[config.mk]
export PLATFORM = sky130hd
export DESIGN_NAME = mesm6_mem_arbiter
export DESIGN_NICKNAME = d
export VERILOG_FILES = /design/src/rtl/mesm6_mem_arbiter.sv
export SDC_FILE = /design/constraint.sdc
export NUM_CORES = 1
export LEC_CHECK = 0
export ABC_CLOCK_PERIOD_IN_PS = 3550
export CORE_ASPECT_RATIO = 0.6
export CORE_MARGIN = 4
export CORE_UTILIZATION = 35
export CTS_CLUSTER_DIAMETER = 60
export CTS_CLUSTER_SIZE = 16
export DETAILED_ROUTE_END_ITERATION = 16
export PLACE_DENSITY_LB_ADDON = 0.15
export SLEW_MARGIN = 0
export SYNTH_ARGS = -nofsm -noshare
export SYNTH_HDL_FRONTEND = slang
export SYNTH_SLANG_ARGS = --single-unit
[constraint.sdc]
create_clock -name clk -period 3.55 [get_ports clk]
set_clock_uncertainty 0.05 [all_clocks]
set_input_delay 0.355 -clock clk [delete_from_list [all_inputs] [get_ports clk]]
set_output_delay 0.355 -clock clk [all_outputs]
set_load 0.01 [all_outputs]
[src/rtl/mesm6_mem_arbiter.sv]
// Merges the MESM-6 instruction and data buses onto one single-ported word memory.
// Optional one-word instruction fetch buffer: define MESM6_ARB_IFETCH_BUF_EN.
module mesm6_mem_arbiter #(
  parameter int ADDR_W     = 15,
  parameter int DATA_W     = 48,
  parameter int DBUS_FIRST = 1
) (
  input  logic              clk,
  input  logic              reset,
  input  logic              ibus_fetch,
  input  logic [ADDR_W-1:0] ibus_addr,
  output logic [DATA_W-1:0] ibus_input,
  output logic              ibus_done,
  input  logic              dbus_read,
  input  logic              dbus_write,
  input  logic [ADDR_W-1:0] dbus_addr,
  input  logic [DATA_W-1:0] dbus_output,
  output logic [DATA_W-1:0] dbus_input,
  output logic              dbus_done,
  output logic              mem_req,
  output logic              mem_we,
  output logic [ADDR_W-1:0] mem_addr,
  output logic [DATA_W-1:0] mem_wdata,
  input  logic [DATA_W-1:0] mem_rdata,
  input  logic              mem_ready
);

  localparam logic [1:0] S_IDLE  = 2'd0;
  localparam logic [1:0] S_D_ACC = 2'd1;
  localparam logic [1:0] S_I_ACC = 2'd2;
  localparam logic [1:0] S_DONE  = 2'd3;

  logic [1:0]        r_state;
  logic              r_has_d, r_has_i;
  logic              r_pend_d, r_pend_i;
  logic              r_d_we;
  logic [ADDR_W-1:0] r_d_addr, r_i_addr;
  logic [DATA_W-1:0] r_d_wdata;

  logic w_req_d;
  logic w_hit;
  logic w_pend_i;

`ifdef MESM6_ARB_IFETCH_BUF_EN
  logic              r_buf_valid;
  logic [ADDR_W-1:0] r_buf_addr;
  logic [DATA_W-1:0] r_buf_data;
  logic              w_inval;

  // A write to the buffered word in the same set forces the fetch to memory.
  assign w_inval = dbus_write && (dbus_addr == r_buf_addr);
  assign w_hit   = r_buf_valid && ibus_fetch && (ibus_addr == r_buf_addr) && !w_inval;
`else
  assign w_hit   = 1'b0;
`endif

  assign w_req_d  = dbus_read | dbus_write;
  assign w_pend_i = ibus_fetch & ~w_hit;

  always_ff @(posedge clk or negedge reset) begin
    if (!reset) begin
      r_state    <= S_IDLE;
      r_has_d    <= 1'b0;
      r_has_i    <= 1'b0;
      r_pend_d   <= 1'b0;
      r_pend_i   <= 1'b0;
      r_d_we     <= 1'b0;
      r_d_addr   <= '0;
      r_i_addr   <= '0;
      r_d_wdata  <= '0;
      mem_req    <= 1'b0;
      mem_we     <= 1'b0;
      mem_addr   <= '0;
      mem_wdata  <= '0;
      ibus_done  <= 1'b0;
      dbus_done  <= 1'b0;
      ibus_input <= '0;
      dbus_input <= '0;
`ifdef MESM6_ARB_IFETCH_BUF_EN
      r_buf_valid <= 1'b0;
      r_buf_addr  <= '0;
      r_buf_data  <= '0;
`endif
    end else begin
      case (r_state)
        S_IDLE: begin
          r_has_d   <= w_req_d;
          r_has_i   <= ibus_fetch;
          r_pend_d  <= w_req_d;
          r_pend_i  <= w_pend_i;
          r_d_we    <= dbus_write;
          r_d_addr  <= dbus_addr;
          r_d_wdata <= dbus_output;
          r_i_addr  <= ibus_addr;
`ifdef MESM6_ARB_IFETCH_BUF_EN
          if (w_inval) r_buf_valid <= 1'b0;
          if (w_hit)   ibus_input  <= r_buf_data;
`endif
          if (w_req_d && (DBUS_FIRST != 0 || !w_pend_i)) begin
            r_state   <= S_D_ACC;
            mem_req   <= 1'b1;
            mem_we    <= dbus_write;
            mem_addr  <= dbus_addr;
            mem_wdata <= dbus_output;
          end else if (w_pend_i) begin
            r_state  <= S_I_ACC;
            mem_req  <= 1'b1;
            mem_we   <= 1'b0;
            mem_addr <= ibus_addr;
          end else if (ibus_fetch) begin
            r_state   <= S_DONE;
            ibus_done <= 1'b1;
          end
        end

        S_D_ACC: begin
          if (mem_ready) begin
            r_pend_d <= 1'b0;
            if (!r_d_we) dbus_input <= mem_rdata;
            if (r_pend_i) begin
              r_state  <= S_I_ACC;
              mem_we   <= 1'b0;
              mem_addr <= r_i_addr;
            end else begin
              r_state   <= S_DONE;
              mem_req   <= 1'b0;
              mem_we    <= 1'b0;
              ibus_done <= r_has_i;
              dbus_done <= r_has_d;
            end
          end
        end

        S_I_ACC: begin
          if (mem_ready) begin
            r_pend_i   <= 1'b0;
            ibus_input <= mem_rdata;
`ifdef MESM6_ARB_IFETCH_BUF_EN
            // A write to this word still queued behind the fetch would leave the buffer stale.
            r_buf_valid <= !(r_pend_d && r_d_we && (r_d_addr == r_i_addr));
            r_buf_addr  <= r_i_addr;
            r_buf_data  <= mem_rdata;
`endif
            if (r_pend_d) begin
              r_state   <= S_D_ACC;
              mem_we    <= r_d_we;
              mem_addr  <= r_d_addr;
              mem_wdata <= r_d_wdata;
            end else begin
              r_state   <= S_DONE;
              mem_req   <= 1'b0;
              mem_we    <= 1'b0;
              ibus_done <= r_has_i;
              dbus_done <= r_has_d;
            end
          end
        end

        default: begin
          ibus_done <= 1'b0;
          dbus_done <= 1'b0;
          r_state   <= S_IDLE;
        end
      endcase
    end
  end

endmodule

# Word level (Yosys, flattened, before mapping)
# Index checks and enable logic that the tools add are counted.
[classes]
eq_ne = 10
muxes = 43
bitwise_logic = 3
n_reduce_logical = 14
[ops]
columns = ["op", "count"]
rows = [
  ["48-bit two-way mux", 3],
  ["48-bit case mux with 2 select lines", 1],
  ["15-bit two-way mux", 6],
  ["15-bit case mux with 3 select lines", 1],
  ["1-bit two-way mux", 20],
  ["2-bit inequality test, second input constant", 7],
  ["1-bit case mux with 3 select lines", 4],
  ["6-bit AND reduction", 2],
  ["2-bit two-way mux", 5],
  ["4-bit AND reduction", 2],
  ["2-bit case mux with 3 select lines", 1],
  ["2-bit AND reduction", 3],
  ["3-bit AND reduction", 2],
  ["5-bit AND reduction", 1],
  ["1-bit case mux with 2 select lines", 2],
  ["2-bit nonzero test", 2],
  ["3-bit inequality test, second input constant", 1],
  ["3-bit nonzero test", 1],
  ["2-bit by 1-bit equality test with 1-bit output, second input constant", 1],
  ["2-bit equality test, second input constant", 1],
  ["2-bit logical NOT", 1],
  ["1-bit inverter", 2],
  ["1-bit bitwise OR", 1],
]
[word_totals]
register_bits = 248
input_bits = 132
out_inout_bits = 163
wordCells = 87

# Depth between registers and ports, before layout
# Gate-level depths: netlist of run 1.
[depth]
ltp_word = 3
mapped_depth = 8

# Least setup slack after synthesis of run 1
# OpenSTA, ideal clock, no wires.
[synth_timing]
path_kind = "reg-to-reg"
startpoint = "register r_state[0]"
endpoint = "register mem_addr[10]"
setup_time_ns = 0.127
arrival_time_ns = 1.945
required_time_ns = 3.373
setup_slack_ns = 1.427
path_stages_with_launch = 9
path_cell_list = "dfrtp_1 inv_1 ha_1 buf_4 or3b_4 o221a_4 nand2_4 buf_8 mux2_1"
[synth_via]
elab_chain_cells = 3
[synth_lines]
columns = ["element", "line", "rtl"]
rows = [
  ["from (decl)", "33", "logic [1:0] r_state;"],
  ["from (signal assigned)", "62", "r_state <= S_IDLE;"],
  ["from (signal assigned)", "100", "r_state <= S_D_ACC;"],
  ["from (signal assigned)", "106", "r_state <= S_I_ACC;"],
  ["2-bit by 1-bit equality test with 1-bit output (tied with other cells)", "85", "case (r_state)"],
  ["2-bit inequality test (no line) (tied with other cells)", "--", ""],
  ["6-bit AND reduction (no line)", "--", ""],
  ["to (signal assigned)", "103", "mem_addr <= dbus_addr;"],
  ["to (signal assigned)", "109", "mem_addr <= ibus_addr;"],
  ["to (signal assigned)", "123", "mem_addr <= r_i_addr;"],
  ["to (decl)", "22", "output logic [ADDR_W-1:0] mem_addr,"],
]
# Several ways; a longest one is shown, not always the timed one.
# A chain may end at the register's enable or synchronous reset.

# Final worst setup path of run 1
[layout_timing]
startpoint = "register r_state[0]"
endpoint = "register mem_wdata[22]"
[layout_via]
elab_chain_cells = 3
[layout_lines]
columns = ["element", "line", "rtl"]
rows = [
  ["2-bit equality test / 2-bit logical NOT (equally long branches)", "85", ""],
  ["2-bit inequality test (no line) / 2-bit nonzero test (equally long branches)", "--", ""],
  ["4-bit AND reduction (no line)", "--", ""],
  ["to (signal assigned)", "104", "mem_wdata <= dbus_output;"],
  ["to (signal assigned)", "148", "mem_wdata <= r_d_wdata;"],
  ["to (decl)", "23", "output logic [DATA_W-1:0] mem_wdata,"],
]
# Several ways; a longest one is shown, not always the timed one.

==> results of run 1 <==
## worst paths after layout
check	startpoint	end	slack (ns)	cells after the start
max	r_state[0]	mem_wdata[22]	0.97	8
min	reset	r_d_wdata[30]	0.38	2
max reg2reg	r_state[0]	mem_wdata[22]	0.97	8
min reg2reg	mem_addr[6]	mem_addr[6]	0.45	1
max in group asynchronous	reset	mem_wdata[47]	2.11	3
min in group clk	mem_rdata[0]	dbus_input[0]	0.43	2
## worst register-to-register path, cell delays in order, from the launching register on
cell and delay [ns]:
dfrtp_1 0.42, inv_1 0.19, ha_4 0.18, buf_4 0.53
nor2_1 0.17, nor4_4 0.29, buf_12 0.37, nor2_1 0.16
a21oi_1 0.15
## registers in the layout (all words and copies together) (netlist names), 2 cells and up
name and flops:
dbus_input 48, ibus_input 48, mem_addr 15, mem_wdata 48
r_d_addr 15, r_d_wdata 48, r_i_addr 15, r_state 2
## synthesized netlist by cell type
library cell  count  area (µm²)
a21oi_1          50       250.2
a22o_1           15       131.4
a22oi_1           1       7.510
a31oi_1           1       6.260
buf_2            18       90.09
buf_4             1       7.510
buf_8             1       15.01
clkbuf_1         26       97.59
dfrtp_1         248        6206
ha_1              6       75.07
inv_1             4       15.01
mux2_1           10       112.6
mux2_2          183        2061
mux2i_1          67       670.6
nand2_1          21       78.83
nand2_4           1       11.26
nand2b_1          1       6.260
nand3b_1          1       7.510
nand4_1           1       6.260
nor2_1           55       206.5
nor2_2            1       6.260
nor2b_1           3       18.77
nor3b_1           1       7.510
nor4_4            1       21.27
o21a_1            1       7.510
o21ai_0          18       90.09
o21bai_1          1       7.510
o221a_4           1       20.02
o22ai_1           2       12.51
o31ai_1           1       7.510
or2_2             1       6.260
or3b_4            1       11.26
## layout make-up
| class | instances | area, µm² | area share [%] |
|---|---|---|---|
| Tap cell | 375 | 469.2 | 3.312 |
| Antenna cell | 1 | 2.502 | 0.01766 |
| Clock inverter | 2 | 17.52 | 0.1237 |
| Timing Repair Buffer | 307 | 3098 | 21.87 |
| Clock buffer | 21 | 483.0 | 3.409 |
| Inverter | 4 | 15.01 | 0.1060 |
| Multi-Input combinational cell | 445 | 3875 | 27.35 |
| Sequential cell | 248 | 6206 | 43.81 |
## timing repair
action                                 4_1_cts  5_1_grt
endpoints found under the hold margin       77        0
setup endpoints to repair                    0        0
hold buffers                                 1        0
buffers inserted                             0        0
## stage by stage
stage / hold WS, ns / power [W] / setup WS (ns)
floorplan: 0.009409 / 0.008810 / 1.427
detailed placement: 0.3561 / 0.01190 / 0.9503
global route: 0.4110 / 0.01469 / 0.7449
CTS: 0.3932 / 0.01394 / 0.9431
global placement: 0.3614 / 0.01180 / 1.054
finish: 0.3803 / 0.01372 / 0.9696
## power by group
part	total [W]	internal (W)	switching, W	leakage [nW]
clock	0.00196	0.000970	0.000992	0.245
combinational	0.00671	0.00373	0.00298	2.68
sequential	0.00505	0.00430	0.000742	2.90
total	0.0137	0.00900	0.00472	5.82
## per-layer routing
| layer | GRT usage, % | up-vias |
|---|---|---|
| met1 | 22.31 | 3359 |
| met5 | 0 | - |
| li1 | - | 3176 |
| met4 | 2.975 | 2 |
| met3 | 6.725 | 26 |
| met2 | 25.69 | 155 |
## logic make-up (layout without fill, tap and decap cells)
kind of cell,after synthesis,in the layout,synth area share (%)
compound gates,91,91,5.259
mux,260,260,27.67
other cells,0,1,0
buf+inv,50,334,2.191
simple gates,88,88,3.774
flops,248,248,60.38
fa+ha+maj,6,6,0.7304
==> results.yml, run 1 <==
placement:
  dp_cells: 1378
  postPlaceCellArea_mm2: 0.01365
  gp_congestion: 0.7256
  io_buffers: 294
  dp_hpwl_um: 18310
clocking:
  cts_sinks: 248
  cts_tree: "yes"
  clockBufferDepth: 3
  clock_latency_ns: 0.51
  cts.root.buffer_cell: "clkbuf_16"
  htree_num_levels: 1
  clk_pin_slew_ns: 0.08
  cts_resized: 0
  numCtsBuffers: 19
die:
  io_pins: 295
  coreArea_mm2: 0.02883
  start_util_pct: 35.66
  die_w_um: 229.2
  die-area_mm2: 0.03226
  rows: 48
  die_h_um: 140.7
global_routing:
  grt_antenna_before_repair: 2
  grt_pass1_vias: 7294
  grt_usage_pct: 16.57
  grt_max_degree: 97
  grt_pass1_wl_um: 42970
  grt-ovfl-total: 0
worst_setup_path:
  worst-path-buf-inv: 3
  crit_arrival_ns: 2.96
  crit_required_ns: 3.93
  critPathMaxFanout: 96
  crit_chain: "inv_1 > ha_4 > buf_4 > nor2_1 > nor4_4 > buf_12 > nor2_1 > a21oi_1"
  cpMostUsedCell: "nor2_1"
  crit_family: "buffers and inverters"
  crit_type: "register to register"
  cp-start-kind: "register"
  end_kind: "register"
  cp_slowest_cell: "buf_4"
  slowest_delay_ns: 0.53
cells_and_area:
  final_cells: 1403
  layout-drive-gt1-share_pct: 22.01
  postLayoutCoreUtil_pct: 49.14
  syn2layout_area_growth_pct: 37.82
  design_area_mm2: 0.01417
  fillers: 2591
  fin_nets: 1163
  final_cell_mix: "clkdlybuf4s50_1, dfrtp_1, mux2_2"
  mostFrequentLayoutCell: "clkdlybuf4s50_1"
synth:
  ys_ff_latch: 248
  netlist_area_mm2: 0.01028
  syn_nets: 881
  synth.yosys.seq_area_share_pct: 60.38
  yosys.cell_types.count: 32
  syn_inst: 743
  synth.avg_cell_area_um2: 13.83
  yosys_warnings: 0
sta:
  max_freq_ghz: 0.3875
  drv_slew: 0
  setup_viol: 0
  tightest_slew_ns: 0.7831
  hold_viol: 0
  max-slew-margin-rel_pct: 47.80
  tns_ns: 0
  fin_crit_sh_pct: 72.69
  finalCriticalPeriod_ns: 2.580
  rsz0062_at_grt: "false"
drt:
  drtAntennaViolNets: 0
  wl_per_cell_um: 19.32
  routed_via_density: 4.788
  drc: 0
  highest_layer: "met5"
  met3WireLength_um: 2246
  route.vias.total: 6718
  drt-met1-wl_um: 12360
  finalWirelength_um: 27110
  detail_route.first_pass.iterations: 4
  drt_first_iter_violations: 368
  wl_met2_um: 12060
pwr:
  p_leak_nw: 5.822
  power_density_mw_per_mm2: 968.5
  ir_worst_vdd_mv: 0.5699
flow_run:
  maxCapViolations: 0
hold_path:
  hold_path.class: "input pin to async pin"
run_status:
  outcome: "complete, no violations"
Note: power is estimated with default switching activity, not from simulation.
==> inputs of run 2 (changes only) <==
--- a/config.mk
+++ b/config.mk
@@ -5,7 +5,7 @@
 export SDC_FILE = /design/constraint.sdc
 export NUM_CORES = 1
 export LEC_CHECK = 0
-export ABC_CLOCK_PERIOD_IN_PS = 3550
+export ABC_CLOCK_PERIOD_IN_PS = 2450
 export CORE_ASPECT_RATIO = 0.6
 export CORE_MARGIN = 4
 export CORE_UTILIZATION = 35
==> constraint.sdc (replaced) <==
create_clock -name clk -period 2.45 [get_ports clk]
set_clock_uncertainty 0.05 [all_clocks]
set_input_delay 0.245 -clock clk [delete_from_list [all_inputs] [get_ports clk]]
set_output_delay 0.245 -clock clk [all_outputs]
set_load 0.01 [all_outputs]
==> run 2 against run 1 <==
Effect of this change: global-route usage grew 0.28 points; power grew 46%; largest cell class unchanged; non-clock buffer count grew 7; sequential share of layout area shrank 0.27 points; highest routed layer unchanged; sequential cell count is the same; final cell count grew 0.50%.
==> results.yml, run 2 (synthesized netlist as in run 1, its figures left out) <==
run_status:
  outcome: "complete, no violations"
pwr:
  p_int_w: 0.01312
  seqPwrFrac_pct: 36.7
  ir_worst_vdd_mv: 0.7500
  p_sw_w: 0.006850
  pwr-share-clk_pct: 14.3
  netSwitchingFraction_pct: 34.30
  p_leak_nw: 5.869
  pwr-share-comb_pct: 49.0
  power_density_mw_per_mm2: 1401
global_routing:
  grt_antenna_before_repair: 1
  grt-ovfl-total: 0
  grt_usage_pct: 16.85
  grt_pass1_wl_um: 43610
  grt_pass1_vias: 7343
  grt_max_degree: 97
worst_setup_path:
  slowest_delay_ns: 0.43
  worst_r2r_startpoint: "r_state[0]"
  crit_family: "simple AND/OR/NAND/NOR gates"
  crit_required_ns: 2.78
  worst-path-buf-inv: 1
  crit_chain: "inv_1 > ha_4 > or3b_4 > o221a_4 > nand2_4 > mux2_2"
  startpoint: "r_state[0]"
  cp_slowest_cell: "dfrtp_1"
  end_kind: "register"
  crit_arrival_ns: 2.57
  critPathMaxFanout: 15
  cp-start-kind: "register"
  crit_type: "register to register"
sta:
  whs_ns: 0.2400
  drv_slew: 0
  fin_crit_sh_pct: 91.39
  max-slew-margin-rel_pct: 57.88
  tightest_slew_ns: 0.6318
  max_freq_ghz: 0.4466
  setup_viol: 0
  rsz0062_at_grt: "false"
  hold_viol: 0
  tns_ns: 0
  finalCriticalPeriod_ns: 2.239
cells_and_area:
  syn2layout_area_growth_pct: 38.66
  layout-drive-gt1-share_pct: 22.63
  fillers: 2547
  final_cell_mix: "clkdlybuf4s50_1, dfrtp_1, mux2_2"
  fin_nets: 1170
  mostFrequentLayoutCell: "clkdlybuf4s50_1"
die:
  io_pins: 295
  rows: 48
  coreArea_mm2: 0.02883
  die-area_mm2: 0.03226
  die_h_um: 140.7
  die_w_um: 229.2
  start_util_pct: 35.66
drt:
  wl_per_cell_um: 19.34
  routed_via_density: 4.826
  drtAntennaViolNets: 0
  drt_first_iter_violations: 319
  route.vias.total: 6805
  finalWirelength_um: 27280
  drc: 0
  detail_route.first_pass.iterations: 4
clocking:
  cts_sinks: 248
  cts.root.buffer_cell: "clkbuf_16"
  postCtsSetupRepairBufs: 0
  clock_latency_ns: 0.50
  clockBufferDepth: 3
  cts_resized: 0
  numCtsBuffers: 19
  htree_num_levels: 1
  clk_pin_slew_ns: 0.07
  cts_tree: "yes"
  cts_hold_buf: 1
placement:
  io_buffers: 294
  gp_congestion: 0.7672
  dp_hpwl_um: 18790
hold_path:
  hold_path.class: "input pin to async pin"
flow_run:
  maxCapViolations: 0
[run 2: cell count changes in the layout (fill, tap and decap cells not counted)]
| cell | previous run | this run |
|---|---|---|
| buf_12 | 4 | 6 |
| buf_4 | 8 | 13 |
| clkbuf_1 | 2 | 1 |
| clkbuf_8 | 0 | 1 |
| clkinv_4 | 1 | 0 |
| clkinvlp_4 | 0 | 1 |
[run 2: cell type report]
class                           instances  area, µm²  share of cell area (%)
Sequential cell                       248       6206                   43.54
Multi-Input combinational cell        445       3875                   27.19
Timing Repair Buffer                  314       3176                   22.28
Clock buffer                           21      493.0                   3.459
Tap cell                              375      469.2                   3.292
Clock inverter                          2      16.27                  0.1141
Inverter                                4      15.01                  0.1053
Antenna cell                            1      2.502                 0.01756
[run 2: path summary, 6_finish.rpt]
path	slack, ns	to	cells past startpoint
setup / recovery	0.21	mem_addr[3]	6
hold / removal	0.24	r_d_wdata[34]	2
setup reg to reg	0.21	mem_addr[3]	6
hold reg to reg	0.45	r_has_d	2
max in group asynchronous	1.31	r_d_wdata[7]	3
min in group clk	0.32	r_d_wdata[39]	2
[run 2: power by group through the flow]
stage | clock (W) | sequential [W] | combinational (W)
2_1_floorplan | 0 | 0.00785 | 0.00491
3_5_place_dp | 0 | 0.00738 | 0.00993
3_3_place_gp | 0 | 0.00733 | 0.00983
4_1_cts | 0.00301 | 0.00735 | 0.00996
6_report | 0.00286 | 0.00733 | 0.00978
5_1_grt | 0.00315 | 0.00762 | 0.0106
[run 2: worst register-to-register path: cells and delay by family, from the launching register on]
family	cells	cell delay [ns]
and+or+nand+nor	2	0.61
DFF	1	0.43
muxes	1	0.38
buffers and inverters	1	0.20
AOI/OAI and AO/OA	1	0.25
adders and majority gates	1	0.21
[run 2: stage by stage]
step           worst slack [ns]  cell area, µm²  total power (W)  util (%)  cells
3_3_place_gp             0.2644           13730          0.01716     47.63   1385
5_1_grt                 0.08537           14250          0.02139     49.43   1409
6_report                 0.2108           14250          0.01997     49.44   1410
3_5_place_dp             0.2268           13730          0.01730     47.63   1385
4_1_cts                  0.1937           14250          0.02032     49.43   1409
2_1_floorplan            0.3271           10280          0.01277         -    743
[run 2: per-layer routing]
metal	GRT usage (%)	share of wire, %	vias to the layer above
met1	23.37	46	3430
li1	-	-	3186
met4	2.623	1.4	2
met5	0	0.048	-
met3	7.108	8.6	26
met2	25.31	44	161
==> inputs of run 3 (changes only) <==
--- a/config.mk
+++ b/config.mk
@@ -12,6 +12,7 @@
 export CTS_CLUSTER_DIAMETER = 60
 export CTS_CLUSTER_SIZE = 16
 export DETAILED_ROUTE_END_ITERATION = 16
+export MAX_ROUTING_LAYER = met4
 export PLACE_DENSITY_LB_ADDON = 0.15
 export SLEW_MARGIN = 0
 export SYNTH_ARGS = -nofsm -noshare
==> run 3 against run 2 <==
Effect of this change: clock-buffer cell count is the same; cell area is the same; maximum frequency about the same.
==> results.yml, run 3 (synthesized netlist as in run 1, its figures left out) <==
worst_setup_path:
  cp-start-kind: "register"
  r2r_cells: 6
  crit_required_ns: 2.78
  r2r_end: "mem_addr[3]"
  crit_type: "register to register"
  ff2ff_setup_slack_ns: 0.21
  worst_r2r_startpoint: "r_state[0]"
  end_kind: "register"
  critPathMaxFanout: 15
  crit_arrival_ns: 2.57
drt:
  finalWirelength_um: 27280
  route.vias.total: 6791
  routed_via_density: 4.816
  drt_first_iter_violations: 289
  drtAntennaViolNets: 0
  detail_route.first_pass.iterations: 5
  drc: 0
  wl_per_cell_um: 19.35
die:
  die_h_um: 140.7
  rows: 48
  io_pins: 295
  die-area_mm2: 0.03226
  start_util_pct: 35.66
  coreArea_mm2: 0.02883
  die_w_um: 229.2
sta:
  max-slew-margin-rel_pct: 58.60
  hold_viol: 0
  setup_viol: 0
  max_freq_ghz: 0.4463
  rsz0062_at_grt: "false"
  whs_ns: 0.2471
  fin_crit_sh_pct: 91.46
  drv_slew: 0
  finalCriticalPeriod_ns: 2.241
  tightest_slew_ns: 0.6210
  tns_ns: 0
cells_and_area:
  mostFrequentLayoutCell: "clkdlybuf4s50_1"
  final_cell_mix: "clkdlybuf4s50_1, dfrtp_1, mux2_2"
  postLayoutCoreUtil_pct: 49.44
  layout-drive-gt1-share_pct: 22.63
  syn2layout_area_growth_pct: 38.66
  design_area_mm2: 0.01425
  fin_nets: 1170
  fillers: 2547
global_routing:
  grt_pass1_vias: 7378
  grt_usage_pct: 17.37
  grt_pass1_wl_um: 43480
  grt-ovfl-total: 0
  grt_antenna_before_repair: 1
  grt_max_degree: 97
pwr:
  p_leak_nw: 5.869
  power_density_mw_per_mm2: 1401
  finalPower_w: 0.01997
  ir_worst_vdd_mv: 0.7492
placement:
  io_buffers: 294
  postPlaceCellArea_mm2: 0.01373
  dp_hpwl_um: 18790
  gp_congestion: 0.7775
clocking:
  postCtsSetupRepairBufs: 0
  clockBufferDepth: 3
  numCtsBuffers: 19
  clk_pin_slew_ns: 0.07
  htree_num_levels: 1
  cts.root.buffer_cell: "clkbuf_16"
  clock_latency_ns: 0.50
  cts_tree: "yes"
  cts_resized: 0
  cts_sinks: 248
run_status:
  outcome: "complete, no violations"
hold_path:
  hold_path.class: "input pin to async pin"
flow_run:
  maxCapViolations: 0
==> run 3: where the power goes <==
part | leakage, nW | total (W) | internal [W] | switching [W]
sequential | 2.90 | 0.00734 | 0.00624 | 0.00110
combinational | 2.72 | 0.00977 | 0.00545 | 0.00432
clock | 0.247 | 0.00286 | 0.00143 | 0.00143
==> run 3: layout make-up <==
class | count | area, µm² | area share [%]
timing repair buffer | 314 | 3176 | 22.28
clock buffer | 21 | 493.0 | 3.459
tap | 375 | 469.2 | 3.292
inverter | 4 | 15.01 | 0.1053
multi-input combinational | 445 | 3875 | 27.19
sequential | 248 | 6206 | 43.54
antenna | 1 | 2.502 | 0.01756
clock inverter | 2 | 16.27 | 0.1141
==> run 3: critical path, cell delays in order, from the launching register on <==
cell and delay (ns):
dfrtp_1 0.43, inv_1 0.20, ha_4 0.21, or3b_4 0.41, o221a_4 0.25, nand2_4 0.20, mux2_2 0.37
==> run 3: how the worst max path moves through the flow <==
stage	startpoint	end	slack [ns]	cells after the start
4_1_cts	r_state[0]	mem_addr[3]	0.19	6
3_5_place_dp	r_state[0]	mem_addr[3]	0.23	6
3_3_place_gp	r_state[0]	mem_addr[0]	0.26	6
5_1_grt	r_state[1]	mem_wdata[47]	0.08	8
6_report	r_state[0]	mem_addr[3]	0.21	6
2_1_floorplan	r_state[0]	mem_addr[10]	0.33	8
==> run 3: per-layer routing <==
metal,vias up,share of wire (%),global-route usage [%]
met5,-,0,-
met4,0,1.5,2.751
met3,28,8.3,6.846
met2,156,44,25.33
met1,3422,46,23.49
li1,3185,-,-
==> run 3: repair_timing <==
action | 4_1_cts | 5_1_grt
hold buffers | 1 | 0
setup endpoints to repair | 0 | 0
hold endpoints to repair | 63 | 0
==> run 3: through the flow <==
| stage | setup slack (ns) | instances |
|---|---|---|
| after floorplan | 0.3271 | 743 |
| after global placement | 0.2644 | 1385 |
| after detailed placement | 0.2268 | 1385 |
| after CTS | 0.1937 | 1409 |
| after global routing | 0.07913 | 1410 |
| final | 0.2093 | 1410 |
